## src/rtl/hazard_ctrl.sv

```systemverilog
// hazard_ctrl: stall and forwarding decisions for a five-stage MIPS pipeline.
// Tracks E/M/W destinations with result timing, plus a multiply/divide busy counter.
module hazard_ctrl #(
    parameter int MUL_LAT = 5,
    parameter int DIV_LAT = 10,
    parameter int CNT_W   = 4
) (
    input  logic        clk,
    input  logic        reset,
    input  logic [31:0] D_instr,
    input  logic        D_judge,
    output logic        stall,
    output logic [1:0]  D_fwd_rs,
    output logic [1:0]  D_fwd_rt,
    output logic [1:0]  E_fwd_rs,
    output logic [1:0]  E_fwd_rt,
    output logic        mdu_start,
    output logic        mdu_busy
);

    localparam logic [5:0] OP_RTYPE  = 6'h00;
    localparam logic [5:0] OP_REGIMM = 6'h01;
    localparam logic [5:0] OP_J      = 6'h02;
    localparam logic [5:0] OP_JAL    = 6'h03;
    localparam logic [5:0] OP_BEQ    = 6'h04;
    localparam logic [5:0] OP_ORI    = 6'h0d;
    localparam logic [5:0] OP_LUI    = 6'h0f;
    localparam logic [5:0] OP_LW     = 6'h23;
    localparam logic [5:0] OP_SW     = 6'h2b;

    localparam logic [5:0] FN_JR   = 6'h08;
    localparam logic [5:0] FN_MFHI = 6'h10;
    localparam logic [5:0] FN_MTHI = 6'h11;
    localparam logic [5:0] FN_MFLO = 6'h12;
    localparam logic [5:0] FN_MTLO = 6'h13;
    localparam logic [5:0] FN_MULT = 6'h18;
    localparam logic [5:0] FN_DIV  = 6'h1a;
    localparam logic [5:0] FN_ADD  = 6'h20;
    localparam logic [5:0] FN_SUB  = 6'h22;

    localparam logic [4:0] RT_BGEZAL = 5'h11;
    localparam logic [4:0] REG_RA    = 5'd31;

    localparam logic [1:0] FWD_D_GRF  = 2'd0;
    localparam logic [1:0] FWD_D_EPC8 = 2'd1;
    localparam logic [1:0] FWD_D_MRES = 2'd2;
    localparam logic [1:0] FWD_E_REG  = 2'd0;
    localparam logic [1:0] FWD_E_MRES = 2'd1;
    localparam logic [1:0] FWD_E_WRES = 2'd2;

    localparam logic [CNT_W-1:0] MUL_LOAD = CNT_W'(MUL_LAT);
    localparam logic [CNT_W-1:0] DIV_LOAD = CNT_W'(DIV_LAT);

    // rs/rt hold only the registers the instruction actually reads (0 otherwise)
    typedef struct packed {
        logic [4:0] rs;
        logic [4:0] rt;
        logic [4:0] dst;
        logic [1:0] tnew;
        logic       is_muldiv;
        logic       is_div;
    } e_entry_t;

    typedef struct packed {
        logic [4:0] dst;
        logic [1:0] tnew;
    } m_entry_t;

    logic [5:0] op;
    logic [5:0] funct;
    logic [4:0] f_rs;
    logic [4:0] f_rt;
    logic [4:0] f_rd;
    logic [4:0] shamt;

    assign op    = D_instr[31:26];
    assign f_rs  = D_instr[25:21];
    assign f_rt  = D_instr[20:16];
    assign f_rd  = D_instr[15:11];
    assign shamt = D_instr[10:6];
    assign funct = D_instr[5:0];

    logic [4:0] d_rs;
    logic [4:0] d_rt;
    logic [1:0] tuse_rs;
    logic [1:0] tuse_rt;
    logic       d_hilo;
    e_entry_t   d_entry;

    e_entry_t         e_q;
    m_entry_t         m_q;
    m_entry_t         m_next;
    logic [4:0]       w_dst_q;
    logic [CNT_W-1:0] busy_cnt;

    logic stall_data;
    logic stall_mdu;

    // R-type with a non-zero shamt field is not in the decoded set and falls to nop
    always_comb begin
        d_rs    = '0;
        d_rt    = '0;
        tuse_rs = 2'd0;
        tuse_rt = 2'd0;
        d_hilo  = 1'b0;
        d_entry = '0;
        case (op)
            OP_RTYPE: begin
                if (shamt == 5'd0) begin
                    case (funct)
                        FN_ADD, FN_SUB: begin
                            d_rs         = f_rs;
                            d_rt         = f_rt;
                            tuse_rs      = 2'd1;
                            tuse_rt      = 2'd1;
                            d_entry.dst  = f_rd;
                            d_entry.tnew = 2'd1;
                        end
                        FN_JR: begin
                            d_rs    = f_rs;
                            tuse_rs = 2'd0;
                        end
                        FN_MULT, FN_DIV: begin
                            d_rs              = f_rs;
                            d_rt              = f_rt;
                            tuse_rs           = 2'd1;
                            tuse_rt           = 2'd1;
                            d_hilo            = 1'b1;
                            d_entry.is_muldiv = 1'b1;
                            d_entry.is_div    = (funct == FN_DIV);
                        end
                        FN_MFHI, FN_MFLO: begin
                            d_hilo       = 1'b1;
                            d_entry.dst  = f_rd;
                            d_entry.tnew = 2'd1;
                        end
                        FN_MTHI, FN_MTLO: begin
                            d_rs    = f_rs;
                            tuse_rs = 2'd1;
                            d_hilo  = 1'b1;
                        end
                        default: ;
                    endcase
                end
            end
            OP_REGIMM: begin
                if (f_rt == RT_BGEZAL) begin
                    d_rs         = f_rs;
                    tuse_rs      = 2'd0;
                    d_entry.dst  = D_judge ? REG_RA : 5'd0;
                    d_entry.tnew = 2'd0;
                end
            end
            OP_JAL: begin
                d_entry.dst  = REG_RA;
                d_entry.tnew = 2'd0;
            end
            OP_J: ;
            OP_BEQ: begin
                d_rs    = f_rs;
                d_rt    = f_rt;
                tuse_rs = 2'd0;
                tuse_rt = 2'd0;
            end
            OP_ORI: begin
                d_rs         = f_rs;
                tuse_rs      = 2'd1;
                d_entry.dst  = f_rt;
                d_entry.tnew = 2'd1;
            end
            OP_LUI: begin
                d_entry.dst  = f_rt;
                d_entry.tnew = 2'd1;
            end
            OP_LW: begin
                d_rs         = f_rs;
                tuse_rs      = 2'd1;
                d_entry.dst  = f_rt;
                d_entry.tnew = 2'd2;
            end
            OP_SW: begin
                d_rs    = f_rs;
                d_rt    = f_rt;
                tuse_rs = 2'd1;
                tuse_rt = 2'd2;
            end
            default: ;
        endcase
        d_entry.rs = d_rs;
        d_entry.rt = d_rt;
    end

    function automatic logic src_stall(input logic [4:0] src, input logic [1:0] tuse,
                                       input e_entry_t e, input m_entry_t m);
        return (src != 5'd0) &&
               (((e.dst == src) && (e.tnew > tuse)) ||
                ((m.dst == src) && (m.tnew > tuse)));
    endfunction

    function automatic logic [1:0] d_sel(input logic [4:0] src,
                                         input e_entry_t e, input m_entry_t m);
        if (src == 5'd0)
            return FWD_D_GRF;
        if ((e.dst == src) && (e.tnew == 2'd0))
            return FWD_D_EPC8;
        if ((m.dst == src) && (m.tnew == 2'd0))
            return FWD_D_MRES;
        return FWD_D_GRF;
    endfunction

    // nearer stage first: M beats W
    function automatic logic [1:0] e_sel(input logic [4:0] src,
                                         input m_entry_t m, input logic [4:0] w_dst);
        if (src == 5'd0)
            return FWD_E_REG;
        if ((m.dst == src) && (m.tnew == 2'd0))
            return FWD_E_MRES;
        if (w_dst == src)
            return FWD_E_WRES;
        return FWD_E_REG;
    endfunction

    assign stall_data = src_stall(d_rs, tuse_rs, e_q, m_q) |
                        src_stall(d_rt, tuse_rt, e_q, m_q);
    assign stall_mdu  = d_hilo && (mdu_start || mdu_busy);
    assign stall      = stall_data || stall_mdu;

    assign D_fwd_rs  = d_sel(d_rs, e_q, m_q);
    assign D_fwd_rt  = d_sel(d_rt, e_q, m_q);
    assign E_fwd_rs  = e_sel(e_q.rs, m_q, w_dst_q);
    assign E_fwd_rt  = e_sel(e_q.rt, m_q, w_dst_q);
    assign mdu_start = e_q.is_muldiv;
    assign mdu_busy  = (busy_cnt != '0);

    always_comb begin
        m_next.dst  = e_q.dst;
        m_next.tnew = (e_q.tnew == 2'd0) ? 2'd0 : (e_q.tnew - 2'd1);
    end

    // a mult/div cannot reach E while busy, so load and decrement never collide
    always_ff @(posedge clk or posedge reset) begin
        if (reset) begin
            e_q      <= '0;
            m_q      <= '0;
            w_dst_q  <= '0;
            busy_cnt <= '0;
        end else begin
            w_dst_q <= m_q.dst;
            m_q     <= m_next;
            e_q     <= stall ? '0 : d_entry;
            if (e_q.is_muldiv)
                busy_cnt <= e_q.is_div ? DIV_LOAD : MUL_LOAD;
            else if (busy_cnt != '0)
                busy_cnt <= busy_cnt - 1'b1;
        end
    end

endmodule

```

## config.mk

```make
export PLATFORM = sky130hd
export DESIGN_NAME = hazard_ctrl
export DESIGN_NICKNAME = d
export VERILOG_FILES = /design/src/rtl/hazard_ctrl.sv
export SDC_FILE = /design/constraint.sdc
export NUM_CORES = 1
export LEC_CHECK = 0
export CAP_MARGIN = 5
export CORE_MARGIN = 2
export CORE_UTILIZATION = 48
export DETAILED_ROUTE_END_ITERATION = 12
export HOLD_SLACK_MARGIN = 0.06
export PLACE_DENSITY = 0.77
export SYNTH_ARGS = -nofsm -noshare
export SYNTH_HDL_FRONTEND = slang
export SYNTH_SLANG_ARGS = --single-unit
```

## constraint.sdc

```tcl
create_clock -name clk -period 4 [get_ports clk]
set_input_delay 0.8 -clock clk [delete_from_list [all_inputs] [get_ports clk]]
set_output_delay 0.8 -clock clk [all_outputs]
set_load 0.005 [all_outputs]
```

---- Yosys cells after proc, flatten, opt, wreduce, memory -nomap -nowiden ----
Cells that the tools add are included.
cells by class
  $add $sub $neg .......................... 2
  order comparisons ....................... 4
  eq/ne operators ......................... 25
  muxes and demuxes ....................... 76
  bitwise gates (word level) .............. 1
  reductions and logical operators ........ 39
operators with widths
  kind                                                  number
  2-to-1 mux 2 bit                                      27
  equality test 5 bit                                   8
  equality test 6 x 5 -> 1 bit (second input constant)  6
  case mux 7 bit (5 select lines)                       1
  2-to-1 mux 1 bit                                      31
  2-to-1 mux 5 bit                                      6
  logical NOT 5 bit                                     5
  equality test 6 bit (second input constant)           4
  2-to-1 mux 19 bit                                     1
  equality test 6 x 4 -> 1 bit (second input constant)  3
  case mux 5 bit (3 select lines)                       1
  2-to-1 mux 7 bit                                      2
  logical AND 1 bit                                     13
  2-to-1 mux 4 bit                                      3
  OR reduction 4 bit                                    3
  OR reduction 6 bit                                    2
  case mux 5 bit (2 select lines)                       1
  nonzero test 5 bit                                    2
  2-to-1 mux 9 bit                                      1
  greater-than comparator 2 bit                         4
  OR reduction 7 bit                                    1
  equality test 6 x 1 -> 1 bit (second input constant)  1
  equality test 6 x 2 -> 1 bit (second input constant)  1
  equality test 6 x 3 -> 1 bit (second input constant)  1
  13 further kinds                                      19
storage, ports and cells
  bits in registers ....................... 35
  input port bits ......................... 35
  output and inout bits ................... 11
  logic and storage cells ................. 157

---- Depth between registers and ports, before layout ----
  depth after elaboration ................. 14
  mapped depth ............................ 14
  mapped depth without buffers ............ 12

---- Worst setup path after synthesis ----
No wires, ideal clock.
  path type ............................... input -> output
  from .................................... in D_instr[29]
  to ...................................... out stall
  arrival ................................. 3.292 ns
  required time ........................... 3.200 ns
  setup slack ............................. -0.092 ns
  stages .................................. 13
  path buffers ............................ 2
  path through ............................ buf_6 > or4_4 > and4bb_2 > nand2b_1 > a21oi_1 > ha_1 > nor2b_1 > a2bb2oi_1 > nand4_1 > a211oi_1 > a311oi_2 > clkbuf_1 > o31ai_1
between the ends
  cells in the longest elaborated chain, start to end .. 9
  elaborated cells on any way between the ends .. 35
  classes of those cells .................. order compare (4); eq/ne (9); mux (5); bitwise (1); reduce/logical (16)
ends and longest elaborated chain
  item                                                         line      text
  from (decl)                                                  10        input logic [31:0] D_instr,
  equality test 6 bit (tied with other cells)                  107       case (op)
  OR reduction 4 bit (no source line) (tied with other cells)  -
  case mux 5 bit (3 select lines) (tied with other cells)      107
  equality test 5 bit (tied with other cells)                  196       (((e.dst == src) && (e.tnew > tuse)) ||
  logical AND 1 bit, on equally long branches                  196, 197
  logical OR 1 bit                                             196
  logical AND 1 bit                                            195       return (src != 5'd0) &&
  bitwise OR 1 bit                                             223       assign stall_data = src_stall(d_rs, tuse_rs, e_q, m_q) |
  logical OR 1 bit *                                           226       assign stall = stall_data || stall_mdu;
  to (decl)                                                    12        output logic stall,
Mark *: on every way between the ends. The rest lies on a longest branch, timed or not.

---- Worst setup path in the final report ----
Ends and elaborated chain as after synthesis.

==> flow_metrics.py <==
metrics = {
    "outcome": {
        "outcome": "completed",
    },
    "sta": {
        "finClkSkew_ns": 0.00977,
        "clock.fmax_mhz": 252,
        "slew_viol_final": 0,
        "finalSetupTns_ns": 0,
        "hold_viol_final": 0,
        "worst_slew_pin_slew_ns": 0.472,
        "min_period_ns": 3.97,
        "slew_headroom_pct": 68.4,
        "finalCritPeriodShare_pct": 99.2,
        "setup-violations-final": 0,
    },
    "pwr": {
        "power_density_nw_per_um2": 281,
        "p_leak_nw": 1.77,
        "max-vdd-ir-drop_mv": 0.169,
        "finalPower_mw": 1.06,
    },
    "yosys": {
        "syn_area_um2": 2520,
        "synth.distinct_cells": 57,
        "syn-num-nets": 316,
        "synth_area_leaders": "dfrtp_1, xor2_1, xnor2_1",
        "synth_warnings": 0,
        "synth_edf_count": 0,
        "synth.top_cell.area_share_pct": 34.8,
        "async_reset_ff_share_pct": 100,
        "syn_area_per_cell_um2": 9.23,
        "yosys.area.top_type": "dfrtp_1",
        "ys.flop_type": "dfrtp_1",
        "yosysSeqAreaShare_pct": 34.8,
        "synth-seq-cells": 35,
        "synth_cells": 273,
    },
    "cells_and_area": {
        "fillCellCount": 380,
        "drive_above_1_share_pct": 28.8,
        "design_area_um2": 3750,
        "most-common-layout-cells": "buf_4, dfrtp_1, clkdlybuf4s50_1",
        "mostFrequentLayoutCell": "buf_4",
        "syn2layout_area_growth_pct": 49.0,
        "fin_util_pct": 73.9,
        "diodes": 0,
        "final_cell_count_no_fill": 456,
        "num-nets-final": 428,
    },
    "drt": {
        "final_antenna_net_count": 0,
        "drc": 0,
        "routedWlPerCell_um": 16.2,
        "drt_iter0_drc": 148,
        "first_pass_iters": 5,
        "route.vias.total": 2622,
        "via_per_inst": 5.75,
        "wirelength_mm": 7.39,
    },
    "clock_tree": {
        "root_buffer": "clkbuf_8",
        "postCtsHoldBufs": 0,
        "clock_path_buffers": 2,
        "cts.clk_slew.worst_paths_ns": 0.07,
        "cts.sinks": 35,
        "cts_tree": "yes",
        "h-tree-depth": 2,
        "numCtsBuffers": 5,
        "clock_latency_ns": 0.29,
    },
    "job": {
        "drv_cap": 0,
    },
    "die": {
        "die_w_um": 76.4,
        "fp.dieArea_um2": 5840,
        "num_io_pins": 46,
        "die_h_um": 76.4,
        "core.rowCount": 26,
        "core_area_um2": 5070,
        "start_util_pct": 49.6,
    },
    "global_routing": {
        "grt_pass1_vias": 2554,
        "gr-total-overflow": 0,
        "grt_first_pass_wirelength_mm": 11.9,
        "grtUsageTotal_pct": 25.1,
        "antenna_found_initial": 0,
        "grt_max_degree": 36,
    },
    "place": {
        "dp_hpwl_mm": 5.39,
        "place_congestion": 0.888,
        "place_inst": 435,
        "port-buffer-count": 45,
        "post_dp_cell_area_um2": 3430,
    },
    "hold_path": {
        "hold_depth": 0,
        "min_path_type": "reg -> reg",
    },
    "critical_path": {
        "worstPathMaxFanout": 2,
        "reg2regPathDepth": 9,
        "startpoint_type": "primary input",
        "critPathKind": "in -> out",
        "cp_data_required_time_ns": 3.20,
        "arrival_ns": 3.17,
        "crit_path_end_kind": "output port",
    },
}
-- cells by family (layout without fill, tap and decap cells) --
group,count (synthesis),after routing,synth area share [%]
buf+inv,19,132,3.38
flops,35,35,34.8
fa+ha+maj,8,8,3.97
xor+xnor,32,32,11.1
compound gates,56,56,17.2
simple gates,123,123,29.5
-- power by group --
part / total (mW) / switching (mW) / internal (mW)
Sequential: 0.405 / 0.0231 / 0.382
Combinational: 0.278 / 0.126 / 0.152
Clock: 0.373 / 0.124 / 0.249
Total: 1.06 / 0.273 / 0.783
-- state kept, by name, summed over array words and instances (netlist names) --
register,cells
e_q,18
m_q,7
w_dst_q,5
busy_cnt,4
mdu_start,1
-- stage by stage --
step	hold WS [ns]	worst slack, ns
after floorplan	0.387	0.0228
after global placement	0.406	-0.674
after detailed placement	0.415	-0.738
after CTS	0.428	-0.143
after global routing	0.435	-0.0860
final	0.423	0.0312
-- repair_timing --
| action | CTS | global route |
|---|---|---|
| gates resized for setup | 35 | 27 |
| setup endpoints to repair | 5 | 5 |
| pin swaps | 13 | 18 |
| buffers inserted | 7 | 6 |
-- layout make-up --
cell class	instances	area [µm²]	area share, %
Inverter	12	45.0	1.20
Clock buffer	6	72.6	1.93
Clock inverter	2	60.1	1.60
Multi-Input combinational cell	219	1650	44.0
Timing Repair Buffer	112	961	25.6
Tap cell	70	87.6	2.33
Sequential cell	35	876	23.3
-- routing by layer --
layer  track usage (%)  wire, µm
met1              29.6      2920
met2              45.7      3910
met3              2.13       351
met4              12.2       210
met5                 0         0
-- worst max-delay path, cell delays in order --
cell and delay, ns:
clkbuf_2 0.09, or4_4 0.52, and4bb_2 0.33, nand2b_1 0.09
a21oi_2 0.15, ha_1 0.27, a2bb2oi_2 0.15, nand3_1 0.12
a211oi_2 0.31, a311oi_2 0.08, o31ai_1 0.10, buf_2 0.16
-- cell usage after synthesis, types with 2 or more instances --
| master | instances |
|---|---|
| dfrtp_1 | 35 |
| nor2_1 | 23 |
| xor2_1 | 17 |
| xnor2_1 | 15 |
| nand3_1 | 14 |
| inv_1 | 12 |
| nand2b_1 | 11 |
| nor3_1 | 11 |
| a21oi_1 | 9 |
| nand2_1 | 9 |
| ha_1 | 8 |
| nor3b_1 | 8 |
| a221oi_1 | 7 |
| o21ai_0 | 6 |
| and2_1 | 5 |
| nor4bb_1 | 5 |
| o31ai_1 | 5 |
| nand4_1 | 4 |
| nor2b_1 | 4 |
| nor4_1 | 4 |
| o21a_1 | 4 |
| a211oi_1 | 3 |
| clkbuf_1 | 3 |
| nand3b_1 | 3 |
| or2_2 | 3 |
| or3_1 | 3 |
| or4_1 | 3 |
| a22oi_1 | 2 |
| a2bb2oi_1 | 2 |
| and3_1 | 2 |
| buf_2 | 2 |
| nor4b_1 | 2 |
| o2111a_1 | 2 |
| o211a_1 | 2 |
| or3b_2 | 2 |
| or4bb_1 | 2 |
-- worst paths after layout --
kind                              from           to  slack [ns]
hold reg to reg                 e_q[8]       m_q[6]        0.42
setup reg to reg                e_q[3]      e_q[10]        1.66
setup / recovery           D_instr[29]        stall        0.03
hold / removal                  e_q[8]       m_q[6]        0.42
min in group asynchronous        reset  busy_cnt[3]        0.90
max in group asynchronous        reset      e_q[11]        2.79
(Power assumes the default switching activity.)
